## config.mk

```make
export PLATFORM = sky130hd
export DESIGN_NAME = round_sat_arbiter_flat
export DESIGN_NICKNAME = d
export VERILOG_FILES = /design/src/rtl/round_sat_arbiter_if.sv /design/src/rtl/round_sat_arbiter.sv /design/src/flat_wrapper.sv
export SDC_FILE = /design/constraint.sdc
export NUM_CORES = 1
export LEC_CHECK = 0
export CAP_MARGIN = 20
export CORE_ASPECT_RATIO = 0.7
export CORE_MARGIN = 2
export CORE_UTILIZATION = 32
export DETAILED_ROUTE_END_ITERATION = 12
export PLACE_DENSITY = 0.79
export SYNTH_ARGS = -nofsm -noshare
export SYNTH_HDL_FRONTEND = slang
export SYNTH_SLANG_ARGS = --single-unit
```

## constraint.sdc

```tcl
create_clock -name clk -period 4.1 [get_ports clk]
set_input_delay 0.82 -clock clk [delete_from_list [all_inputs] [get_ports clk]]
set_output_delay 0.82 -clock clk [all_outputs]
set_load 0.05 [all_outputs]
```

## src/rtl/round_sat_arbiter_if.sv

```systemverilog
// Request/result bundle for round_sat_arbiter: per-lane requests in, one rounded result out.
interface round_sat_arbiter_if #(
   parameter int unsigned NUM_REQ        = 4,
   parameter int unsigned para_int_bits  = 7,
   parameter int unsigned para_frac_bits = 9
);
   localparam int unsigned W   = para_int_bits + para_frac_bits;
   localparam int unsigned IW  = 2 * W;
   localparam int unsigned IDW = $clog2(NUM_REQ);
   localparam int unsigned CW  = 16;

   logic [NUM_REQ-1:0]    req_valid;
   logic [NUM_REQ*IW-1:0] req_data;
   logic [NUM_REQ-1:0]    req_ready;
   logic                  out_valid;
   logic                  out_ready;
   logic [W-1:0]          out_data;
   logic [IDW-1:0]        out_id;
   logic                  sat_flag;
   logic [CW-1:0]         sat_count;
   logic                  clr_count;

   modport master (
      output req_valid, req_data, out_ready, clr_count,
      input  req_ready, out_valid, out_data, out_id, sat_flag, sat_count
   );

   modport slave (
      input  req_valid, req_data, out_ready, clr_count,
      output req_ready, out_valid, out_data, out_id, sat_flag, sat_count
   );
endinterface

```

## src/rtl/round_sat_arbiter.sv

```systemverilog
// Round-robin arbitrated round-half-up stage with a single valid/ready output register.
// Saturation, sat_flag and sat_count are live only when ROUNDER_SAT_EN is defined.
module round_sat_arbiter #(
   parameter int unsigned NUM_REQ        = 4,
   parameter int unsigned para_int_bits  = 7,
   parameter int unsigned para_frac_bits = 9
) (
   input logic               clk,
   input logic               rst_n,
   round_sat_arbiter_if.slave bus
);
   localparam int unsigned W   = para_int_bits + para_frac_bits;
   localparam int unsigned IW  = 2 * W;
   localparam int unsigned IDW = $clog2(NUM_REQ);
   localparam int unsigned F   = para_frac_bits;
   localparam int unsigned RW  = IW - F + 1;
   localparam int unsigned CW  = 16;

   typedef enum logic {EMPTY = 1'b0, FULL = 1'b1} state_e;

   state_e           state_q, state_d;
   logic [IDW-1:0]   ptr_q, ptr_d;
   logic [W-1:0]     out_data_q, out_data_d;
   logic [IDW-1:0]   out_id_q, out_id_d;
   logic             sat_flag_q, sat_flag_d;
   logic [CW-1:0]    sat_count_q, sat_count_d;

   logic [IDW-1:0]   winner_c;
   logic             found_c;
   logic             can_load_c;
   logic             xfer_c;
   logic [NUM_REQ-1:0] grant_c;
   logic [IW-1:0]    sel_c;
   logic [RW-1:0]    r_c;
   logic [W-1:0]     rnd_c;
   logic             sat_c;
   logic             unused_c;

   function automatic logic [IDW-1:0] lane_at(input logic [IDW-1:0] base,
                                              input int unsigned off);
      logic [IDW:0] pos;
      pos = {1'b0, base} + (IDW+1)'(off);
      if (pos >= (IDW+1)'(NUM_REQ)) pos = pos - (IDW+1)'(NUM_REQ);
      return pos[IDW-1:0];
   endfunction

   // First valid lane at or after the round-robin pointer
   always_comb begin
      winner_c = '0;
      found_c  = 1'b0;
      for (int unsigned i = 0; i < NUM_REQ; i++) begin
         if (!found_c && bus.req_valid[lane_at(ptr_q, i)]) begin
            found_c  = 1'b1;
            winner_c = lane_at(ptr_q, i);
         end
      end
   end

   assign can_load_c = (state_q == EMPTY) || bus.out_ready;
   assign xfer_c     = rst_n && found_c && can_load_c;

   always_comb begin
      grant_c = '0;
      if (xfer_c) grant_c[winner_c] = 1'b1;
   end

   assign bus.req_ready = grant_c;

   always_comb begin
      ptr_d = ptr_q;
      if (xfer_c) ptr_d = (winner_c == IDW'(NUM_REQ - 1)) ? '0 : winner_c + IDW'(1);
   end

   always_comb begin
      sel_c = '0;
      for (int unsigned k = 0; k < NUM_REQ; k++) begin
         if (winner_c == IDW'(k)) sel_c = bus.req_data[k*IW +: IW];
      end
   end

   // Round half up; one guard bit above the shifted word keeps the +1 from wrapping
   assign r_c = {sel_c[IW-1], sel_c[IW-1:F]} + RW'(sel_c[F-1]);

`ifdef ROUNDER_SAT_EN
   always_comb begin
      rnd_c = r_c[W-1:0];
      sat_c = 1'b0;
      if (!r_c[RW-1] && (|r_c[RW-1:W-1])) begin
         rnd_c = {1'b0, {(W-1){1'b1}}};
         sat_c = 1'b1;
      end else if (r_c[RW-1] && !(&r_c[RW-1:W-1])) begin
         rnd_c = {1'b1, {(W-1){1'b0}}};
         sat_c = 1'b1;
      end
   end
   assign unused_c = ^sel_c[F-2:0];
`else
   assign rnd_c    = r_c[W-1:0];
   assign sat_c    = 1'b0;
   assign unused_c = ^{sel_c[F-2:0], r_c[RW-1:W]};
`endif

   always_ff @(posedge clk or negedge rst_n) begin
      if (!rst_n) state_q <= EMPTY;
      else        state_q <= state_d;
   end

   always_comb begin
      state_d = state_q;
      case (state_q)
         EMPTY:   if (xfer_c) state_d = FULL;
         FULL:    if (bus.out_ready && !xfer_c) state_d = EMPTY;
         default: state_d = EMPTY;
      endcase
   end

   // Result register loads on every transfer; the saturation counter sticks at all-ones
   always_comb begin
      out_data_d  = out_data_q;
      out_id_d    = out_id_q;
      sat_flag_d  = sat_flag_q;
      sat_count_d = sat_count_q;
      if (xfer_c) begin
         out_data_d = rnd_c;
         out_id_d   = winner_c;
         sat_flag_d = sat_c;
      end
      if (bus.clr_count) begin
         sat_count_d = '0;
      end else if (xfer_c && sat_c && !(&sat_count_q)) begin
         sat_count_d = sat_count_q + CW'(1);
      end
   end

   always_ff @(posedge clk or negedge rst_n) begin
      if (!rst_n) begin
         ptr_q       <= '0;
         out_data_q  <= '0;
         out_id_q    <= '0;
         sat_flag_q  <= 1'b0;
         sat_count_q <= '0;
      end else begin
         ptr_q       <= ptr_d;
         out_data_q  <= out_data_d;
         out_id_q    <= out_id_d;
         sat_flag_q  <= sat_flag_d;
         sat_count_q <= sat_count_d;
      end
   end

   assign bus.out_valid = (state_q == FULL);
   assign bus.out_data  = out_data_q;
   assign bus.out_id    = out_id_q;
   assign bus.sat_flag  = sat_flag_q;
   assign bus.sat_count = sat_count_q;
endmodule
```

## src/flat_wrapper.sv

```systemverilog
// flat-port wrapper written by rule: the top's interface ports become plain ports
module round_sat_arbiter_flat 
#(
   parameter int unsigned NUM_REQ        = 4,
   parameter int unsigned para_int_bits  = 7,
   parameter int unsigned para_frac_bits = 9
)
  (clk, rst_n, bus_req_valid, bus_req_data, bus_out_ready, bus_clr_count, bus_req_ready, bus_out_valid, bus_out_data, bus_out_id, bus_sat_flag, bus_sat_count);
  round_sat_arbiter_if #(.NUM_REQ(NUM_REQ), .para_int_bits(para_int_bits), .para_frac_bits(para_frac_bits)) bus_i ();
  input logic clk;
  input logic rst_n;
  input wire logic [$bits(bus_i.req_valid)-1:0] bus_req_valid;
  input wire logic [$bits(bus_i.req_data)-1:0] bus_req_data;
  input wire logic [$bits(bus_i.out_ready)-1:0] bus_out_ready;
  input wire logic [$bits(bus_i.clr_count)-1:0] bus_clr_count;
  output wire logic [$bits(bus_i.req_ready)-1:0] bus_req_ready;
  output wire logic [$bits(bus_i.out_valid)-1:0] bus_out_valid;
  output wire logic [$bits(bus_i.out_data)-1:0] bus_out_data;
  output wire logic [$bits(bus_i.out_id)-1:0] bus_out_id;
  output wire logic [$bits(bus_i.sat_flag)-1:0] bus_sat_flag;
  output wire logic [$bits(bus_i.sat_count)-1:0] bus_sat_count;
  assign bus_i.req_valid = bus_req_valid;
  assign bus_i.req_data = bus_req_data;
  assign bus_i.out_ready = bus_out_ready;
  assign bus_i.clr_count = bus_clr_count;
  assign bus_req_ready = bus_i.req_ready;
  assign bus_out_valid = bus_i.out_valid;
  assign bus_out_data = bus_i.out_data;
  assign bus_out_id = bus_i.out_id;
  assign bus_sat_flag = bus_i.sat_flag;
  assign bus_sat_count = bus_i.sat_count;
  round_sat_arbiter #(.NUM_REQ(NUM_REQ), .para_int_bits(para_int_bits), .para_frac_bits(para_frac_bits)) u_core (.clk(clk), .rst_n(rst_n), .bus(bus_i));
endmodule
```

# Word-level counts from Yosys, hierarchy flattened
# Index checks and enable logic that the tools add are counted.
totals:
  register_bits: 21
  inputBits: 136
  out_inout_bits: 40
  wordCells: 71
classes:
  n_addsub: 9
  order_cmp: 10
  n_eq_ne: 3
  mux: 31
  bitwise_logic: 1
  reduce_logical: 13
ops:
  columns: ["cell", "count"]
  rows:
  - ["two-way mux 25 bit", 4]
  - ["two-way mux 2 bit", 9]
  - ["adder 16 x 2 -> 16 bit", 1]
  - ["< comparator 2 x 3 -> 1 bit, second input constant", 5]
  - ["two-way mux 1 bit", 11]
  - ["greater-or-equal comparator 3 bit, second input constant", 3]
  - ["binary-select mux 1 bit (select 2 bit)", 4]
  - ["subtractor 2 x 1 -> 2 bit, second input constant", 4]
  - ["logical AND 1 bit", 7]
  - ["adder 2 x 2 -> 3 bit, second input constant", 2]
  - ["equality test 2 bit, second input constant", 2]
  - ["logical NOT 1 bit", 4]
  - ["two-way mux 4 bit", 1]
  - ["adder 2 x 1 -> 3 bit, second input constant", 1]
  - ["greater-or-equal comparator 2 x 3 -> 1 bit, second input constant", 1]
  - ["adder 2 x 1 -> 2 bit, second input constant", 1]
  - ["demux 1 bit (select 2 bit)", 1]
  - ["equality test 2 x 1 -> 1 bit, second input constant", 1]
  - ["greater-or-equal comparator 2 x 1 -> 1 bit, second input constant", 1]
  - ["logical NOT 2 bit", 1]
  - ["case mux 1 bit (2 select lines)", 1]
  - ["logical OR 1 bit", 1]
  - ["inverter 1 bit", 1]

# Longest topological paths before layout
logic_depth:
  depth_word: 20
  ltp_mapped: 22
  ltp_nobuf: 20

# Worst setup path before layout
# OpenSTA, ideal clock, no wires.
synth_path:
  path_kind: "input to register"
  from: "in bus_req_valid[0]"
  to: "reg u_core.out_data_q[12], in the netlist u_core.bus.out_data[12]"
  setup_time_ns: 0.128
  t_arrival_ns: 3.437
  required_time_ns: 3.972
  setup_slack_ns: 0.534
  stages: 19
  n_path_buf: 2
  cell_sequence: "inv_1 -> nor2_1 -> a21oi_1 -> o22ai_1 -> a21oi_1 -> ha_1 -> buf_2 -> buf_6 -> a21oi_1 -> nor2_1 -> a21oi_1 -> o21ai_0 -> ha_1 -> ha_1 -> nand2_1 -> nand4b_4 -> nor4b_2 -> xnor2_1 -> o21ai_1"
synth_between:
  elab_chain_cells: 18
  word_cells_on_any_way: 33
  classes_between: "add/sub (1); eq/ne (3); mux (20); reduce/logical (9)"
synth_lines:
  columns: ["element", "line", "rtl"]
  rows:
  - ["start: declaration", "flat_wrapper.sv:12", "input wire logic [$bits(bus_i.req_valid)-1:0] bus_req_valid;"]
  - ["binary-select mux 1 bit (select 2 bit)", "round_sat_arbiter.sv:52", "if (!found_c && bus.req_valid[lane_at(ptr_q, i)]) begin"]
  - ["two-way mux 1 bit (implied by the code)", "round_sat_arbiter.sv:52", null]
  - ["two-way mux 1 bit", "round_sat_arbiter.sv:52", null]
  - ["logical NOT 1 bit", "round_sat_arbiter.sv:52", null]
  - ["logical AND 1 bit", "round_sat_arbiter.sv:52", null]
  - ["two-way mux 1 bit", "round_sat_arbiter.sv:52", null]
  - ["logical NOT 1 bit", "round_sat_arbiter.sv:52", null]
  - ["logical AND 1 bit", "round_sat_arbiter.sv:52", null]
  - ["two-way mux 1 bit", "round_sat_arbiter.sv:52", null]
  - ["logical NOT 1 bit", "round_sat_arbiter.sv:52", null]
  - ["logical AND 1 bit", "round_sat_arbiter.sv:52", null]
  - ["two-way mux 2 bit (*)", "round_sat_arbiter.sv:52", null]
  - ["via u_core.winner_c[0]", "round_sat_arbiter.sv:28", "logic [IDW-1:0] winner_c;"]
  - ["logical NOT 2 bit", "round_sat_arbiter.sv:77", "if (winner_c == IDW'(k)) sel_c = bus.req_data[k*IW +: IW];"]
  - ["two-way mux 25 bit (3 in a row)", "round_sat_arbiter.sv:77", null]
  - ["two-way mux 25 bit (*)", "round_sat_arbiter.sv:77", null]
  - ["adder 16 x 2 -> 16 bit (*)", "round_sat_arbiter.sv:82", "assign r_c = {sel_c[IW-1], sel_c[IW-1:F]} + RW'(sel_c[F-1]);"]
  - ["end signal: assignment", "round_sat_arbiter.sv:144", "out_data_q <= out_data_d;"]
  - ["end: declaration", "round_sat_arbiter.sv:23", "logic [W-1:0] out_data_q, out_data_d;"]
# The timed path passes the listed nets; every way through them passes the cells marked *. The select of a mux whose other input is x is not followed.
# A chain may end at the register's enable or synchronous reset.

# Worst setup path in the final report
layout_path:
  from: "in bus_req_valid[0]"
  to: "reg u_core.out_data_q[10], in the netlist u_core.bus.out_data[10]"
# The elaborated chain is that of the path after synthesis.

==> summary by stage <==
Yosys
The cell area that synthesis handed to floorplanning was between 0.0015 and 0.002 mm². Averaged over all synthesized cells, the footprint is 8.04 µm². Counting distinct cell types in the post-synthesis netlist gives a little over 40. The total number of yosys warnings is 0. The count of mapped cells out of synthesis is 247. The sequential element share of the synthesized area is 26.4%. The flop and latch count out of synthesis is 21.

Worst setup path
The critical-path cell with the highest stage delay is clkdlybuf4s50_1. The number of buffers and inverters on the critical path is 5. Data on the critical path is required at its endpoint by 4.24 ns.

The length in cells of the worst reg-to-reg path is 16. The critical path capture point type is a flip-flop. The critical path startpoint category is an input pin. The critical path goes through clkdlybuf4s50_1 > inv_1 > nor2_2 > a21oi_1 > o22ai_1 > a21oi_1 > buf_4 > inv_1 > ha_1 > buf_4 > a211oi_1 > a211oi_2 > ha_1 > nand2_1 > nand4b_4 > nor3b_1 > xnor2_1 > o21ai_1. The top fanout value on the critical path is 10.

The family with the most delay on the worst path is buffers and inverters. The data arrival time of the critical path is between 3 and 4 ns. The startpoint of the lowest-slack register-to-register path is u_core.ptr_q[0]. In this run the number of cells on the critical path is 18. In this run the worst setup path begins at bus_req_valid[0].

The delay of the slowest cell on the worst path is 0.51 ns. The critical setup path kind is input pin to flip-flop.

Floorplanning
The die covers ~0.0069 mm². The initial utilization of the core area, before any placement, comes to 33.8%. The floorplan step set the die height to between 60 and 70 µm.

The total area inside the core boundary comes to 0.00587 mm². The number of top-level pins is 176. The row count is 23. The die is slightly below 100 µm wide.

Routing
The detailed-router iteration count before antenna repair is 4. The total number of vias is about 2000. In the routed layout, each cell is associated on average with a via count of 4.66. The antenna violation net count after detailed routing is 0. The number of design rule violations left after detail routing is 0. The wire length per cell after detailed routing is 13.2 µm. The final layout contains routed wiring with a total length of approximately 5.8 mm.

For this block, the initial DRC count from the detailed router was 48.

STA
The relative slew slack is a little over three fifths. The clock period could shrink to a little under 4 ns. The actual slew at the worst max-slew pin is around 0.55 ns. After layout, the worst path uses 93.7% of the clock period. The total count of max-transition violations in the final report was 0. Between clock sinks in the finished design, the worst skew comes to 0.00499 ns. The total negative setup slack is 0 ns. Setup violations remaining at the end of the flow were counted as 0. The number of hold violations in the final report is 0. Timing would allow up to 260 MHz.

Pwr
The static leakage power is between 1 and 1.5 nW. IR analysis of the VDD net gives a maximum drop of between 200 and 300 µV. The total design power is 2.09 mW. In this run the power density over the cells is 640 mW/mm².

Run status
The run finished with clean final reports.

Placed design
The half-perimeter wire length after detailed placement is 4.98 mm. Including well taps, the total number of placed cells is 437. The congestion estimate from routability-driven global placement came to 0.805. The quantity of I/O buffers inserted on ports is 97.

Global routing
The via count of the first global-routing pass was 1982. The first global-routing pass estimated 9.46 mm of wire. The largest net degree at the start of global routing is 35. For this run the aggregate overflow at the end of global routing stands at 0. The all-layer global routing usage is between 15 and 20%. The initial antenna violation count is 0.

Min path
The worst hold path belongs to the class flip-flop to flip-flop. The startpoint of the tightest hold check path is u_core.bus.out_data[0]. Along the worst hold path, the cell count comes to 2.

Finish
The antenna cell count is 0. The signed area change from the synthesized netlist to the final layout is 64.7%. The area of the multi-input gates is about 0.0013 mm². The storage element area is 526 µm².

The count of non-filler cells in the finished layout is 441. The total number of nets in the final design is 510. The post-route netlist has 16.4% of its cells at a drive strength greater than 1. The layout filler cell count is ~550.

Clock network
The CTS tree is done. The total clock buffers created by CTS is 3. After clock tree synthesis, the clock-pin slew on the worst setup and hold paths is 0.08 ns. The clock passes through at most 2 buffers. CTS built an H-tree with a depth of 1. In this run the clock root is driven by a clkbuf_8. The later-pin clock latency in the skew report is 0.26 ns.

The number of hold-repair buffers added at the cts stage is 0. The tree built by TritonCTS fans out to 21 sinks.

Run
Across the run, the number of max-cap violations was 0.
registers in the layout, summed over array words and instances (netlist names):
name	cells
u_core.bus.out_id	2
u_core.ptr_q	2
u_core.bus.out_valid	1
u_core.bus.out_data	16
report_power, final:
part           total [mW]  switching [mW]  internal (mW)  leakage [nW]
Combinational        1.61           0.929          0.677          1.07
Clock               0.132          0.0642         0.0676        0.0255
Sequential          0.355          0.0567          0.299         0.260
Total                2.09            1.05           1.04          1.36
Yosys cell counts (all sizes together):
| cell | n | area [µm²] |
|---|---|---|
| ha | 7 | 87.6 |
| o21a | 1 | 7.51 |
| xor2 | 3 | 26.3 |
| dfrtp | 21 | 526 |
| nor3b | 3 | 22.5 |
| or3b | 1 | 8.76 |
| o21ai | 20 | 100 |
| nor3 | 2 | 10.0 |
| a311oi | 1 | 26.3 |
| and2 | 3 | 18.8 |
| clkbuf | 4 | 15.0 |
| a31oi | 11 | 105 |
| xnor2 | 11 | 96.3 |
| nor2 | 11 | 41.3 |
| o22ai | 13 | 81.3 |
| a21oi | 11 | 55.1 |
| and3 | 1 | 11.3 |
| nor4 | 2 | 33.8 |
| nor4b | 1 | 15.0 |
| nor2b | 3 | 18.8 |
| nand2b | 4 | 25.0 |
| conb | 1 | 3.75 |
| a211oi | 2 | 20.0 |
| nand4b | 1 | 23.8 |
| nand3b | 14 | 105 |
| nand3 | 3 | 20.0 |
| o41ai | 1 | 8.76 |
| nand4 | 2 | 27.5 |
| buf | 28 | 214 |
| nand2 | 52 | 195 |
| a22oi | 1 | 7.51 |
| inv | 8 | 30.0 |
timing repair:
| item | in CTS | in global routing |
|---|---|---|
| endpoints found under the setup margin | 0 | 7 |
| resized for setup | 0 | 10 |
| buffers inserted | 0 | 0 |
cell type report:
cell class / count / share of cell area [%]
clock inverters: 1 / 0.153
well taps: 75 / 2.87
repair buffers: 131 / 39.1
clock buffers: 3 / 1.26
inverters: 8 / 0.918
multi-input cells: 202 / 39.7
flip-flops and latches: 21 / 16.1
cell families (layout without fill, tap and decap cells):
group / count (synthesis) / in the layout / synth area share, %
simple gates: 103 / 103 / 29.0
flops: 21 / 21 / 26.4
compound gates: 61 / 61 / 20.7
buf+inv: 40 / 143 / 13.0
other cells: 1 / 17 / 0.189
xor+xnor: 14 / 14 / 6.17
fa+ha+maj: 7 / 7 / 4.41
routing by layer:
layer	part of all wire (%)	GRT usage, %	vias to the layer above
met5	0	0	-
met4	1.1	4.57	0
met3	7.9	2.80	6
met1	51	25.1	905
met2	40	24.3	86
li1	-	-	1059
tightest hold or removal path: cells and delay by family (launching register included):
| family | cells | cell delay [ns] |
|---|---|---|
| flops | 1 | 0.35 |
| simple gates | 2 | 0.10 |
per-stage QoR:
stage          hold WS [ns]  util (%)  area, µm²  setup slack, ns
6_report              0.483      55.7       3270            0.257
3_3_place_gp          0.463      54.3       3190          -0.0365
5_1_grt               0.524      55.7       3270          -0.0107
4_1_cts               0.486      55.1       3240            0.133
3_5_place_dp          0.467      54.3       3190           -0.148
2_1_floorplan         0.509         -       2050            0.534
final timing paths:
path / end / slack [ns]
max: u_core.bus.out_data[10] / 0.26
max in group asynchronous: u_core.bus.out_data[1] / 2.95
max reg2reg: u_core.bus.out_data[10] / 0.96
min in group asynchronous: u_core.bus.out_data[4] / 0.94
min reg2reg: u_core.bus.out_data[0] / 0.48
min: u_core.bus.out_data[0] / 0.48
cells in the final DEF, fill, tap and decap left out, types with 2 or more instances in the layout:
| cell type | instances |
|---|---|
| o22ai_1 | 13 |
| conb_1 | 17 |
| dfrtp_1 | 21 |
| clkdlybuf4s50_1 | 93 |
| nor3b_1 | 3 |
| buf_4 | 33 |
| a31oi_1 | 8 |
| nor4_4 | 2 |
| and2_1 | 3 |
| nand3b_1 | 14 |
| clkbuf_8 | 3 |
| nand3_1 | 2 |
| a31oi_4 | 2 |
| nor3_1 | 2 |
| buf_12 | 5 |
| xor2_1 | 3 |
| nand2_1 | 52 |
| nor2b_1 | 3 |
| nor2_1 | 10 |
| ha_2 | 3 |
| o21ai_1 | 8 |
| ha_1 | 4 |
| nand2b_1 | 4 |
| o21ai_0 | 12 |
| xnor2_1 | 10 |
| inv_1 | 8 |
| a21oi_1 | 11 |
No activity file was read; power rests on OpenSTA's default activity.
